File: src/rtl/uart_rx.sv
// 8N1 UART receiver: 2-flop line synchroniser, mid-bit sampling FSM and a small
// receive FIFO popped through valid/ready, with sticky framing/overrun flags.
module uart_rx #(
    parameter int CLK_FREQ_HZ = 25000000,
    parameter int BAUD_RATE   = 115200,
    parameter int FIFO_DEPTH  = 4
) (
    input  logic                        clk_i,
    input  logic                        reset_i,
    input  logic                        rxd_i,
    output logic [7:0]                  data_o,
    output logic                        valid_o,
    input  logic                        ready_i,
    output logic [$clog2(FIFO_DEPTH):0] count_o,
    output logic                        busy_o,
    output logic                        framing_err_o,
    output logic                        overrun_o,
    input  logic                        clr_err_i
);

    localparam int CPB = CLK_FREQ_HZ / BAUD_RATE;
    localparam int TW  = $clog2(CPB);
    localparam int PW  = $clog2(FIFO_DEPTH);
    localparam logic [TW-1:0] T_FULL = TW'(CPB - 1);
    localparam logic [TW-1:0] T_HALF = TW'(CPB / 2 - 1);

    if (CPB < 4) begin : g_bad_cpb
        $error("uart_rx: CLK_FREQ_HZ/BAUD_RATE must be >= 4");
    end
    if ((FIFO_DEPTH < 2) || ((FIFO_DEPTH & (FIFO_DEPTH - 1)) != 0)) begin : g_bad_depth
        $error("uart_rx: FIFO_DEPTH must be a power of 2 and >= 2");
    end

    typedef enum logic [2:0] {
        S_IDLE  = 3'd0,
        S_START = 3'd1,
        S_DATA  = 3'd2,
        S_STOP  = 3'd3,
        S_BREAK = 3'd4
    } state_e;

    state_e         state_q, state_d;
    logic           sync1_q, sync2_q;
    logic [TW-1:0]  timer_q, timer_d;
    logic [2:0]     bit_idx_q, bit_idx_d;
    logic [7:0]     shift_q, shift_d;
    logic [PW:0]    wr_ptr_q, rd_ptr_q;
    logic [7:0]     mem_q [FIFO_DEPTH];
    logic           framing_q, overrun_q;

    logic           line_s, push_s, frame_err_s;
    logic [PW:0]    count_s;
    logic           valid_s, full_s, pop_s, push_ok_s, drop_s;

    assign line_s = sync2_q;

    // Line synchroniser and receiver state registers.
    always_ff @(posedge clk_i) begin
        if (reset_i) begin
            sync1_q   <= 1'b1;
            sync2_q   <= 1'b1;
            state_q   <= S_IDLE;
            timer_q   <= '0;
            bit_idx_q <= 3'd0;
            shift_q   <= 8'h00;
        end else begin
            sync1_q   <= rxd_i;
            sync2_q   <= sync1_q;
            state_q   <= state_d;
            timer_q   <= timer_d;
            bit_idx_q <= bit_idx_d;
            shift_q   <= shift_d;
        end
    end

    // Receiver next-state: timer restarts at every sample so each state entry begins at 0.
    always_comb begin
        state_d     = state_q;
        timer_d     = timer_q + TW'(1);
        bit_idx_d   = bit_idx_q;
        shift_d     = shift_q;
        push_s      = 1'b0;
        frame_err_s = 1'b0;
        case (state_q)
            S_IDLE: begin
                timer_d = '0;
                if (!line_s) begin
                    state_d = S_START;
                end else begin
                    state_d = S_IDLE;
                end
            end
            S_START: begin
                if (timer_q == T_HALF) begin
                    timer_d   = '0;
                    bit_idx_d = 3'd0;
                    if (line_s) begin
                        state_d = S_IDLE;
                    end else begin
                        state_d = S_DATA;
                    end
                end else begin
                    state_d = S_START;
                end
            end
            S_DATA: begin
                if (timer_q == T_FULL) begin
                    timer_d   = '0;
                    shift_d   = {line_s, shift_q[7:1]};
                    bit_idx_d = bit_idx_q + 3'd1;
                    if (bit_idx_q == 3'd7) begin
                        state_d = S_STOP;
                    end else begin
                        state_d = S_DATA;
                    end
                end else begin
                    state_d = S_DATA;
                end
            end
            S_STOP: begin
                if (timer_q == T_FULL) begin
                    timer_d = '0;
                    if (line_s) begin
                        push_s  = 1'b1;
                        state_d = S_IDLE;
                    end else begin
                        frame_err_s = 1'b1;
                        state_d     = S_BREAK;
                    end
                end else begin
                    state_d = S_STOP;
                end
            end
            S_BREAK: begin
                timer_d = '0;
                if (line_s) begin
                    state_d = S_IDLE;
                end else begin
                    state_d = S_BREAK;
                end
            end
            default: begin
                timer_d = '0;
                state_d = S_IDLE;
            end
        endcase
    end

    assign count_s   = wr_ptr_q - rd_ptr_q;
    assign valid_s   = (count_s != '0);
    assign full_s    = (count_s == (PW+1)'(FIFO_DEPTH));
    assign pop_s     = valid_s & ready_i;
    // A same-cycle pop frees the head slot, so a push into a full FIFO still fits.
    assign push_ok_s = push_s & (~full_s | pop_s);
    assign drop_s    = push_s & full_s & ~pop_s;

    // FIFO pointers and sticky error flags; a set event overrides a clear.
    always_ff @(posedge clk_i) begin
        if (reset_i) begin
            wr_ptr_q  <= '0;
            rd_ptr_q  <= '0;
            framing_q <= 1'b0;
            overrun_q <= 1'b0;
        end else begin
            wr_ptr_q  <= push_ok_s ? (wr_ptr_q + (PW+1)'(1)) : wr_ptr_q;
            rd_ptr_q  <= pop_s ? (rd_ptr_q + (PW+1)'(1)) : rd_ptr_q;
            framing_q <= frame_err_s | (framing_q & ~clr_err_i);
            overrun_q <= drop_s | (overrun_q & ~clr_err_i);
        end
    end

    // FIFO storage; contents are only visible through a valid head, so no reset.
    always_ff @(posedge clk_i) begin
        if (push_ok_s) begin
            mem_q[wr_ptr_q[PW-1:0]] <= shift_q;
        end
    end

    assign data_o        = valid_s ? mem_q[rd_ptr_q[PW-1:0]] : 8'h00;
    assign valid_o       = valid_s;
    assign count_o       = count_s;
    assign busy_o        = (state_q != S_IDLE);
    assign framing_err_o = framing_q;
    assign overrun_o     = overrun_q;

endmodule

File: config.mk
export PLATFORM = sky130hd
export DESIGN_NAME = uart_rx
export DESIGN_NICKNAME = d
export VERILOG_FILES = /design/src/rtl/uart_rx.sv
export SDC_FILE = /design/constraint.sdc
export NUM_CORES = 1
export LEC_CHECK = 0
export BUFFER_PORTS_ARGS = -buffer_cell sky130_fd_sc_hd__buf_2
export CAP_MARGIN = 25
export CORE_MARGIN = 2
export CORE_UTILIZATION = 50
export DETAILED_ROUTE_END_ITERATION = 16
export GPL_TIMING_DRIVEN = 0
export PLACE_DENSITY = 0.67
export SETUP_SLACK_MARGIN = 0.05
export SLEW_MARGIN = 10
export SYNTH_ARGS = -nofsm -noshare
export SYNTH_HDL_FRONTEND = slang
export SYNTH_SLANG_ARGS = --single-unit
File: constraint.sdc
create_clock -name clk_i -period 3.3 [get_ports clk_i]
set_input_delay 0.165 -clock clk_i [delete_from_list [all_inputs] [get_ports clk_i]]
set_output_delay 0.165 -clock clk_i [all_outputs]
set_load 0.01 [all_outputs]
=== Yosys cells after proc, flatten, opt, wreduce, memory -nomap -nowiden ===
Memories as Yosys holds them, arrays and structs flattened. A register that Yosys moved wholly into a read port is not among the register bits.
Index checks and enable logic that the tools add are counted.
W data, S select, Z words.

* $add $sub $neg: 5
* Multiply operators: 0
* Divide/modulo/power cells: 0
* $lt $le $gt $ge: 0
* Equality and inequality tests: 10
* Shift operators: 0
* Mux-type cells: 25
* Bitwise logic cells: 12
* Reductions and logical operators: 7

{| class="wikitable"
|+ Operators with widths
! kind !! count
|-
| $mux W8 || 3
|-
| $mux W3 || 6
|-
| $pmux W8 S2 || 1
|-
| $pmux W3 S5 || 1
|-
| $mux W1 || 10
|-
| $add A3 B1 Y3 const B || 3
|-
| $eq A3 B3 Y1 const B || 3
|-
| $add A8 B1 Y8 const B || 1
|-
| $eq A8 B7 Y1 const B || 1
|-
| $eq A8 B8 Y1 const B || 1
|-
| $and A1 B1 Y1 || 6
|-
| $eq A3 B2 Y1 const B || 2
|-
| $mux W2 || 3
|-
| $pmux W3 S2 || 1
|-
| $reduce_bool A3 Y1 || 2
|-
| $ne A2 B2 Y1 const B || 2
|-
| $eq A3 B1 Y1 const B || 1
|-
| $logic_not A3 Y1 || 1
|-
| $not A1 Y1 || 3
|-
| $or A1 B1 Y1 || 3
|-
| $reduce_and A3 Y1 || 1
|-
| $sub A3 B3 Y3 || 1
|-
| $reduce_and A2 Y1 || 1
|-
| $reduce_bool A2 Y1 || 1
|-
| $reduce_or A2 Y1 || 1
|}

* Bits in registers: 32
* Latch bits: 0
* Memory bits (writable): 32
* Bits in read-only memories: 0
* Bits of input ports: 5
* Memories: 1

{| class="wikitable"
|+ Memory list
! name !! words !! bits a word !! read ports !! clocked after memory_dff !! write ports !! line !! source
|-
| mem_q || 4 || 8 || 1 || 1 || 1 || 48 || <nowiki>logic [7:0] mem_q [FIFO_DEPTH];</nowiki>
|}

=== Logic depth before layout (Yosys ltp) ===
Gate-level depths: netlist (run 1).

* Depth after elaboration: 7
* Depth in mapped cells: 7

=== Worst setup path after synthesis (run 1) ===
No wires, ideal clock.

* Path type: flip-flop to flip-flop
* Start: register wr_ptr_q[0]
* End: memory mem_q[3][0] (enable)
* Data arrival time: 2141 ps
* Data required time: 2917 ps
* Slack: 775 ps
* Cell stages (with the launch flop): 7
* Buffers on the path: 0
* Clock period less this slack: 2525 ps
* Path through: dfxtp_1 inv_1 ha_1 fa_1 xor3_1 nor3b_1 nor3_1

* Longest elaborated chain between the ends: 7
* Elaborated cells between the ends (all ways): 9
* Classes of those cells: add/sub: 1; eq/ne: 1; mux: 2; bitwise: 4; reduce/logical: 1

{| class="wikitable"
|+ Ends and longest elaborated chain
! item !! line !! source
|-
| from (decl) || 47 || <nowiki>logic [PW:0] wr_ptr_q, rd_ptr_q;</nowiki>
|-
| from (signal assigned) || 165 || <nowiki>wr_ptr_q <= push_ok_s ? (wr_ptr_q + (PW+1)'(1)) : wr_ptr_q;</nowiki>
|-
| $sub A3 B3 Y3 * || 149 || <nowiki>assign count_s = wr_ptr_q - rd_ptr_q;</nowiki>
|-
| via count_o[2] || 14 || <nowiki>output logic [$clog2(FIFO_DEPTH):0] count_o,</nowiki>
|-
| $reduce_bool A3 Y1 or $eq A3 B3 Y1 (tied branches) || 150, 151 ||
|-
| $and A1 B1 Y1 or $not A1 Y1 (tied branches) || 152, 154 ||
|-
| $or A1 B1 Y1 * || 154 || <nowiki>assign push_ok_s = push_s & (~full_s | pop_s);</nowiki>
|-
| $and A1 B1 Y1 * || 154 ||
|-
| $mux W1 * || 174 || <nowiki>if (push_ok_s) begin</nowiki>
|-
| $mux W1 (implied by the code) * || 175 || <nowiki>mem_q[wr_ptr_q[PW-1:0]] <= shift_q;</nowiki>
|-
| to (decl) || 48 ||
|}

The timed path passes the listed nets; every way through them passes the cells marked *.

=== Worst setup path after layout (run 1) ===
* Start: register wr_ptr_q[0]
* End: output data_o[4]

* Longest elaborated chain between the ends: 3

{| class="wikitable"
|+ Ends and longest elaborated chain
! item !! line !! source
|-
| $sub A3 B3 Y3 || 149 ||
|-
| $reduce_bool A3 Y1 || 150 || <nowiki>assign valid_s = (count_s != '0);</nowiki>
|-
| $mux W8 || 179 || <nowiki>assign data_o = valid_s ? mem_q[rd_ptr_q[PW-1:0]] : 8'h00;</nowiki>
|-
| to (decl) || 11 || <nowiki>output logic [7:0] data_o,</nowiki>
|}

Every way passes these cells.

==> results of run 1 <==
## metrics by stage
step	hold WS [ns]	std cells	util, %
after floorplan	0.269	227	-
after global placement	0.349	318	55.3
after detailed placement	0.350	318	55.4
after CTS	0.139	335	59.5
after global routing	0.180	335	59.5
final	0.159	335	59.5
## power groups by stage
stage          logic, mW  registers [mW]  clock network [mW]
2_1_floorplan      0.219           0.888                   0
3_3_place_gp       0.323           0.891                   0
3_5_place_dp       0.327           0.891                   0
4_1_cts            0.330           0.873               0.724
5_1_grt            0.364           0.874               0.756
6_report           0.320           0.873               0.700
## path summary, 6_finish.rpt
check / to / slack (ns) / depth (start not counted)
min: framing_err_o / 0.16 / 4
max: data_o[4] / 0.67 / 7
max reg2reg: mem_q[3][5] / 0.74 / 6
min reg2reg: line_s / 0.42 / 1
## synth_stat cells, types with 2 or more instances
cell	instances	area share (%)
a211oi_1	2	0.53
nor2b_1	9	2.0
mux4_2	8	6.3
clkbuf_1	6	0.79
edfxtp_1	32	34
o211ai_1	2	0.53
a21oi_1	3	0.53
nand3_1	6	1.1
mux2i_1	12	4.2
xor2_1	4	1.2
nor4_1	2	0.44
o21ai_0	4	0.70
ha_1	10	4.4
or2_2	2	0.44
inv_1	12	1.6
and3_1	3	0.66
nand2b_1	2	0.44
nor3_1	6	1.1
or3b_2	2	0.61
dfxtp_1	34	24
nand2_1	8	1.1
nand3b_1	2	0.53
nor2_1	30	3.9
xnor2_1	4	1.2
## metal layers
metal / GRT usage, % / share of wire (%)
met3: 5.77 / 2.8
met2: 27.6 / 51
met5: 0 / 0
met1: 20.6 / 44
met4: 8.28 / 1.8
## flip-flops by register name, summed over array words and instances (netlist names), named ones only
name and count:
timer_q 8, wr_ptr_q 3, sync1_q 1, framing_err_o 1
shift_q 8, line_s 1, bit_idx_q 3, rd_ptr_q 3
state_q 3, overrun_o 1, mem_q 32
## final cells by class
type                       instances  area share [%]
sequential                        66            50.1
timing repair buffer              20            3.21
inverter                          12            1.38
multi-input combinational        141            35.0
tap                               72            2.75
buffer                             8           0.955
clock inverter                     1           0.917
clock buffer                      15            5.69
## logic make-up after synthesis
logic type	count (synthesis)	synth area share (%)
xor gates and xnor gates	9	3.28
adders and majority gates	11	5.08
and+or+nand+nor	81	16.1
buffers and inverters	20	2.67
muxes	21	10.9
DFF	66	57.4
AOI/OAI and AO/OA	19	4.55
## critical path: cells and delay by family (launching register included)
family	cells	cell delay, ns
flops	1	0.37
buf+inv	2	0.27
xor+xnor	1	0.27
fa+ha+maj	2	0.59
simple gates	2	0.64
==> impl_metrics.env, run 1 <==
export IMPL_worstPathCellList="inv_1, ha_1, fa_1, xor3_1, nor2_1, nor2b_1, buf_2"
export IMPL_area_growth_pct=14.6
export IMPL_slew_limit_headroom_pct=39.0
export IMPL_numCtsBuffers=9
export IMPL_fin_crit_ns=2.63
export IMPL_place_area_sq_mm=0.00305
export IMPL_vdd_drop_max_v=0.000226
export IMPL_dieArea_sq_mm=0.00634
export IMPL_synth_seq_cells=66
export IMPL_cp_required_ns=3.13
export IMPL_cp_max_fo=9
export IMPL_synthArstFlopShare_pct=0
export IMPL_final_common_cell="dfxtp_1"
export IMPL_insertion_delay_ns=0.33
export IMPL_finalCritPeriodShare_pct=79.6
export IMPL_cts_sinks=66
export IMPL_outcome="complete, no violations"
export IMPL_stdcell_area_sq_mm=0.00327
export IMPL_num_fill_cells=462
export IMPL_yosysWarnings=0
export IMPL_synth_cell_types=46
export IMPL_critPathSlowestCell="nor2_1"
export IMPL_vias=1728
export IMPL_grt_pass1_vias=1661
export IMPL_finalMaxSlewViolations=0
export IMPL_antenna_cells=0
export IMPL_ios=20
export IMPL_design_core_area_sq_mm=0.00551
export IMPL_intPower_mw=1.44
export IMPL_cts_root_buf="clkbuf_8"
export IMPL_clk_pin_slew_worst_paths_ns=0.07
export IMPL_drive_gt1_share_pct=20.5
export IMPL_p_sw_mw=0.455
export IMPL_yosysSeqAreaShare_pct=57.4
export IMPL_syn_nets=243
export IMPL_total_power_mw=1.89
export IMPL_avgRoutedWirePerCell_um=13.7
export IMPL_worstMarginPinSlew_ns=0.906
export IMPL_routed_wl_um=4580
export IMPL_seq_power_share_pct=46.1
export IMPL_htree_levels=3
export IMPL_synth_ff_type="dfxtp_1"
export IMPL_hold_class="input pin to flip-flop"
export IMPL_fmax_ghz=0.380
export IMPL_netlist_area_sq_mm=0.00286
export IMPL_clock_power_share_pct=37.0
export IMPL_start_kind="flip-flop"
export IMPL_tns_ns=0
export IMPL_drtAntennaViolNets=0
export IMPL_power_density_mw_per_mm2=578
export IMPL_nets=274
export IMPL_die_height_um=79.6
export IMPL_hold_viol=0
export IMPL_rows=27
export IMPL_fin_skew_ns=0.00764
export IMPL_grt_max_degree=11
export IMPL_synth_cells=227
export IMPL_grt_pass1_wl_um=7870
export IMPL_setup_viol=0
export IMPL_postCtsResizedCells=0
export IMPL_globalRoute_totalOverflow=0
export IMPL_route_detailed_drc=0
export IMPL_leakage_nw=1.28
export IMPL_initialDrtViolationCount=47
export IMPL_holdBufCountCts=1
export IMPL_endpoint_kind="output port"
export IMPL_start_util_pct=51.9
export IMPL_path_class="flip-flop to output port"
export IMPL_hp_start="clr_err_i"
export IMPL_rsz0062_at_grt="no"
export IMPL_pre_cts_slack_ns=0.694
export IMPL_crit_path_start="wr_ptr_q[0]"
export IMPL_io_buffers=19
export IMPL_antenna_found_initial=0
export IMPL_fin_ws_ns=0.672
export IMPL_multi_input_area_sq_mm=0.00114
export IMPL_slowest_delay_ns=0.54
export IMPL_grt_usage_pct=17.1
export IMPL_pwr_share_comb_pct=16.9
export IMPL_swShare_pct=24.0
export IMPL_syn_avg_cell_area_sq_um=12.6
export IMPL_register_area_sq_mm=0.00164
export IMPL_hpwl_um=3130
export IMPL_synth_edff_count=32
export IMPL_clock_path_buffers=2
export IMPL_layout_common_cells="dfxtp_1 (34), edfxtp_1 (32), nor2_1 (30)"
export IMPL_cts_tree="built"
export IMPL_drtPass1Iterations=4
export IMPL_die_width_um=79.6
export IMPL_gp_congestion=0.747
export IMPL_timing_rr_start="wr_ptr_q[0]"
export IMPL_cts_setup_buffers=0
export IMPL_critPathArrivalTime_ns=2.46
export IMPL_viasPerCell=5.16
export IMPL_cap_violations=0
Power figures use the tool's default switching activity.
==> inputs of run 2 (changes only) <==
==> constraint.sdc (replaced) <==
create_clock -name clk_i -period 2.7 [get_ports clk_i]
set_input_delay 0.135 -clock clk_i [delete_from_list [all_inputs] [get_ports clk_i]]
set_output_delay 0.135 -clock clk_i [all_outputs]
set_load 0.01 [all_outputs]
==> impl_metrics.env, run 2 (synthesis results as in run 1) <==
export IMPL_outcome="complete, no violations"
export IMPL_path_buf_inv=1
export IMPL_fin_ws_ns=0.227
export IMPL_rr_worst_depth=6
export IMPL_clock_path_buffers=2
export IMPL_ios=20
export IMPL_dieArea_sq_mm=0.00634
export IMPL_viasPerCell=5.19
export IMPL_cts_sinks=66
export IMPL_swShare_pct=24.3
export IMPL_pre_cts_slack_ns=0.0938
export IMPL_numCtsBuffers=9
export IMPL_largest_reg_flops=32
export IMPL_critPathArrivalTime_ns=2.53
export IMPL_setup_worst_path_end="mem_q[1][5]"
export IMPL_hold_class="input pin to flip-flop"
export IMPL_cap_violations=0
export IMPL_met3_length_um=138
export IMPL_register_area_sq_mm=0.00164
export IMPL_final_common_cell="dfxtp_1"
export IMPL_instances_no_fill=335
export IMPL_total_power_mw=2.33
export IMPL_grt_pass1_wl_um=7870
export IMPL_initialDrtViolationCount=53
export IMPL_leakage_nw=1.29
export IMPL_crit_path_start="wr_ptr_q[0]"
export IMPL_slowest_delay_ns=0.52
export IMPL_finalHoldWorstSlack_ns=0.128
export IMPL_hold_viol=0
export IMPL_setup_viol=0
export IMPL_highest_layer="met4"
export IMPL_routed_wl_um=4580
export IMPL_finalCritPeriodShare_pct=91.6
export IMPL_worstPathCellList="inv_1, ha_1, fa_1, xor3_2, or3b_2, and3_2"
export IMPL_critPathSlowestCell="or3b_2"
export IMPL_design_core_area_sq_mm=0.00551
export IMPL_rows=27
export IMPL_slew_limit_headroom_pct=50.3
export IMPL_avgRoutedWirePerCell_um=13.7
export IMPL_gp_congestion=0.747
export IMPL_grt_max_degree=11
export IMPL_globalRoute_totalOverflow=0
export IMPL_num_fill_cells=457
export IMPL_power_density_mw_per_mm2=706
export IMPL_antenna_found_initial=0
export IMPL_clock_power_share_pct=36.7
export IMPL_vdd_drop_max_v=0.000279
export IMPL_intPower_mw=1.77
export IMPL_antenna_cells=0
export IMPL_rsz0062_at_grt="yes"
export IMPL_cts_setup_buffers=0
export IMPL_grt_pass1_vias=1661
export IMPL_drtPass1Iterations=4
export IMPL_cts_tree="built"
export IMPL_timing_rr_start="wr_ptr_q[0]"
export IMPL_fin_skew_ns=0.00692
export IMPL_endpoint_kind="flip-flop"
export IMPL_area_growth_pct=15.6
export IMPL_path_class="flip-flop to flip-flop"
export IMPL_grt_usage_pct=17.1
export IMPL_htree_levels=3
export IMPL_finalMaxSlewViolations=0
export IMPL_cp_depth=6
export IMPL_wl_met2_um=2350
export IMPL_multi_input_area_sq_mm=0.00117
export IMPL_vias=1737
export IMPL_insertion_delay_ns=0.33
export IMPL_die_width_um=79.6
export IMPL_cp_required_ns=2.76
export IMPL_hpwl_um=3130
export IMPL_worstMarginPinSlew_ns=0.745
export IMPL_rrSetupSlack_ns=0.23
export IMPL_dpl_cell_count=318
export IMPL_drtAntennaViolNets=0
export IMPL_cts_root_buf="clkbuf_8"
export IMPL_io_buffers=19
export IMPL_fmax_ghz=0.404
export IMPL_fin_crit_ns=2.47
export IMPL_seq_power_share_pct=45.7
export IMPL_p_sw_mw=0.567
export IMPL_cp_max_fo=8
export IMPL_start_kind="flip-flop"
export IMPL_wl_met1_um=2010
export IMPL_die_height_um=79.6
export IMPL_route_detailed_drc=0
export IMPL_critical_path_top_delay_family="simple AND/OR/NAND/NOR gates"
export IMPL_pwr_share_comb_pct=17.6
export IMPL_r2r_end="mem_q[1][5]"
export IMPL_start_util_pct=51.9
export IMPL_layout_common_cells="dfxtp_1 (34), edfxtp_1 (32), nor2_1 (29)"
export IMPL_clk_pin_slew_worst_paths_ns=0.07
export IMPL_nets=274
export IMPL_drive_gt1_share_pct=23.2
run 2: cell count changes in the layout (fill, tap and decap cells not counted):
| cell | before | now |
|---|---|---|
| and3_1 | 3 | 0 |
| and3_2 | 0 | 3 |
| nor2_1 | 30 | 29 |
| nor2_4 | 0 | 1 |
| nor3_2 | 1 | 0 |
| nor3_4 | 0 | 1 |
| nor3b_1 | 1 | 0 |
| nor3b_2 | 0 | 1 |
| nor4_1 | 2 | 1 |
| nor4_2 | 0 | 1 |
| xor3_1 | 1 | 0 |
| xor3_2 | 0 | 1 |
run 2: power by group through the flow:
stage          clock (mW)  combinational, mW  sequential (mW)
2_1_floorplan           0              0.268             1.09
3_3_place_gp            0              0.394             1.09
3_5_place_dp            0              0.400             1.09
4_1_cts             0.885              0.407             1.07
5_1_grt             0.925              0.462             1.07
6_report            0.856              0.410             1.07
run 2: worst min path at each step:
stage	end	slack [ns]	startpoint	cells after the start
after floorplan	sync1_q	0.24	rxd_i	1
after global placement	sync1_q	0.32	rxd_i	2
after detailed placement	sync1_q	0.32	rxd_i	2
after CTS	framing_err_o	0.11	clr_err_i	4
after global routing	framing_err_o	0.14	clr_err_i	4
final	framing_err_o	0.13	clr_err_i	4
run 2: per-layer routing:
layer	global-route usage, %	up-vias
met5	0	-
met1	20.6	828
met3	5.77	7
li1	-	880
met2	27.6	22
met4	8.28	0
run 2: worst reg2reg max path: cells and delay by family (launching register included):
kind          cells  cell delay, ns
xor+xnor          1            0.30
fa+ha+maj         2            0.59
buf+inv           1            0.11
flops             1            0.38
simple gates      2            0.84
run 2: what timing repair did:
action	in CTS	in global routing
setup endpoints to repair	9	42
endpoints found under the hold margin	1	0
gates resized for setup	1	8
hold buffers	1	0
pin swaps	0	0
run 2: area by class of cell:
cell class                      instances  area share, %
Sequential cell                        66           49.7
Multi-Input combinational cell        141           35.6
Buffer                                  8          0.947
Clock buffer                           15           5.64
Timing Repair Buffer                   20           3.18
Clock inverter                          1          0.909
Tap cell                               72           2.73
Inverter                               12           1.36
run 2: per-stage QoR:
stage | setup TNS (ns) | instance area, sq um | utilization, %
2_1_floorplan | 0 | 2860 | -
3_3_place_gp | -2.47 | 3040 | 55.3
3_5_place_dp | 0 | 3050 | 55.4
4_1_cts | 0 | 3280 | 59.5
5_1_grt | 0 | 3300 | 60.0
6_report | 0 | 3300 | 60.0
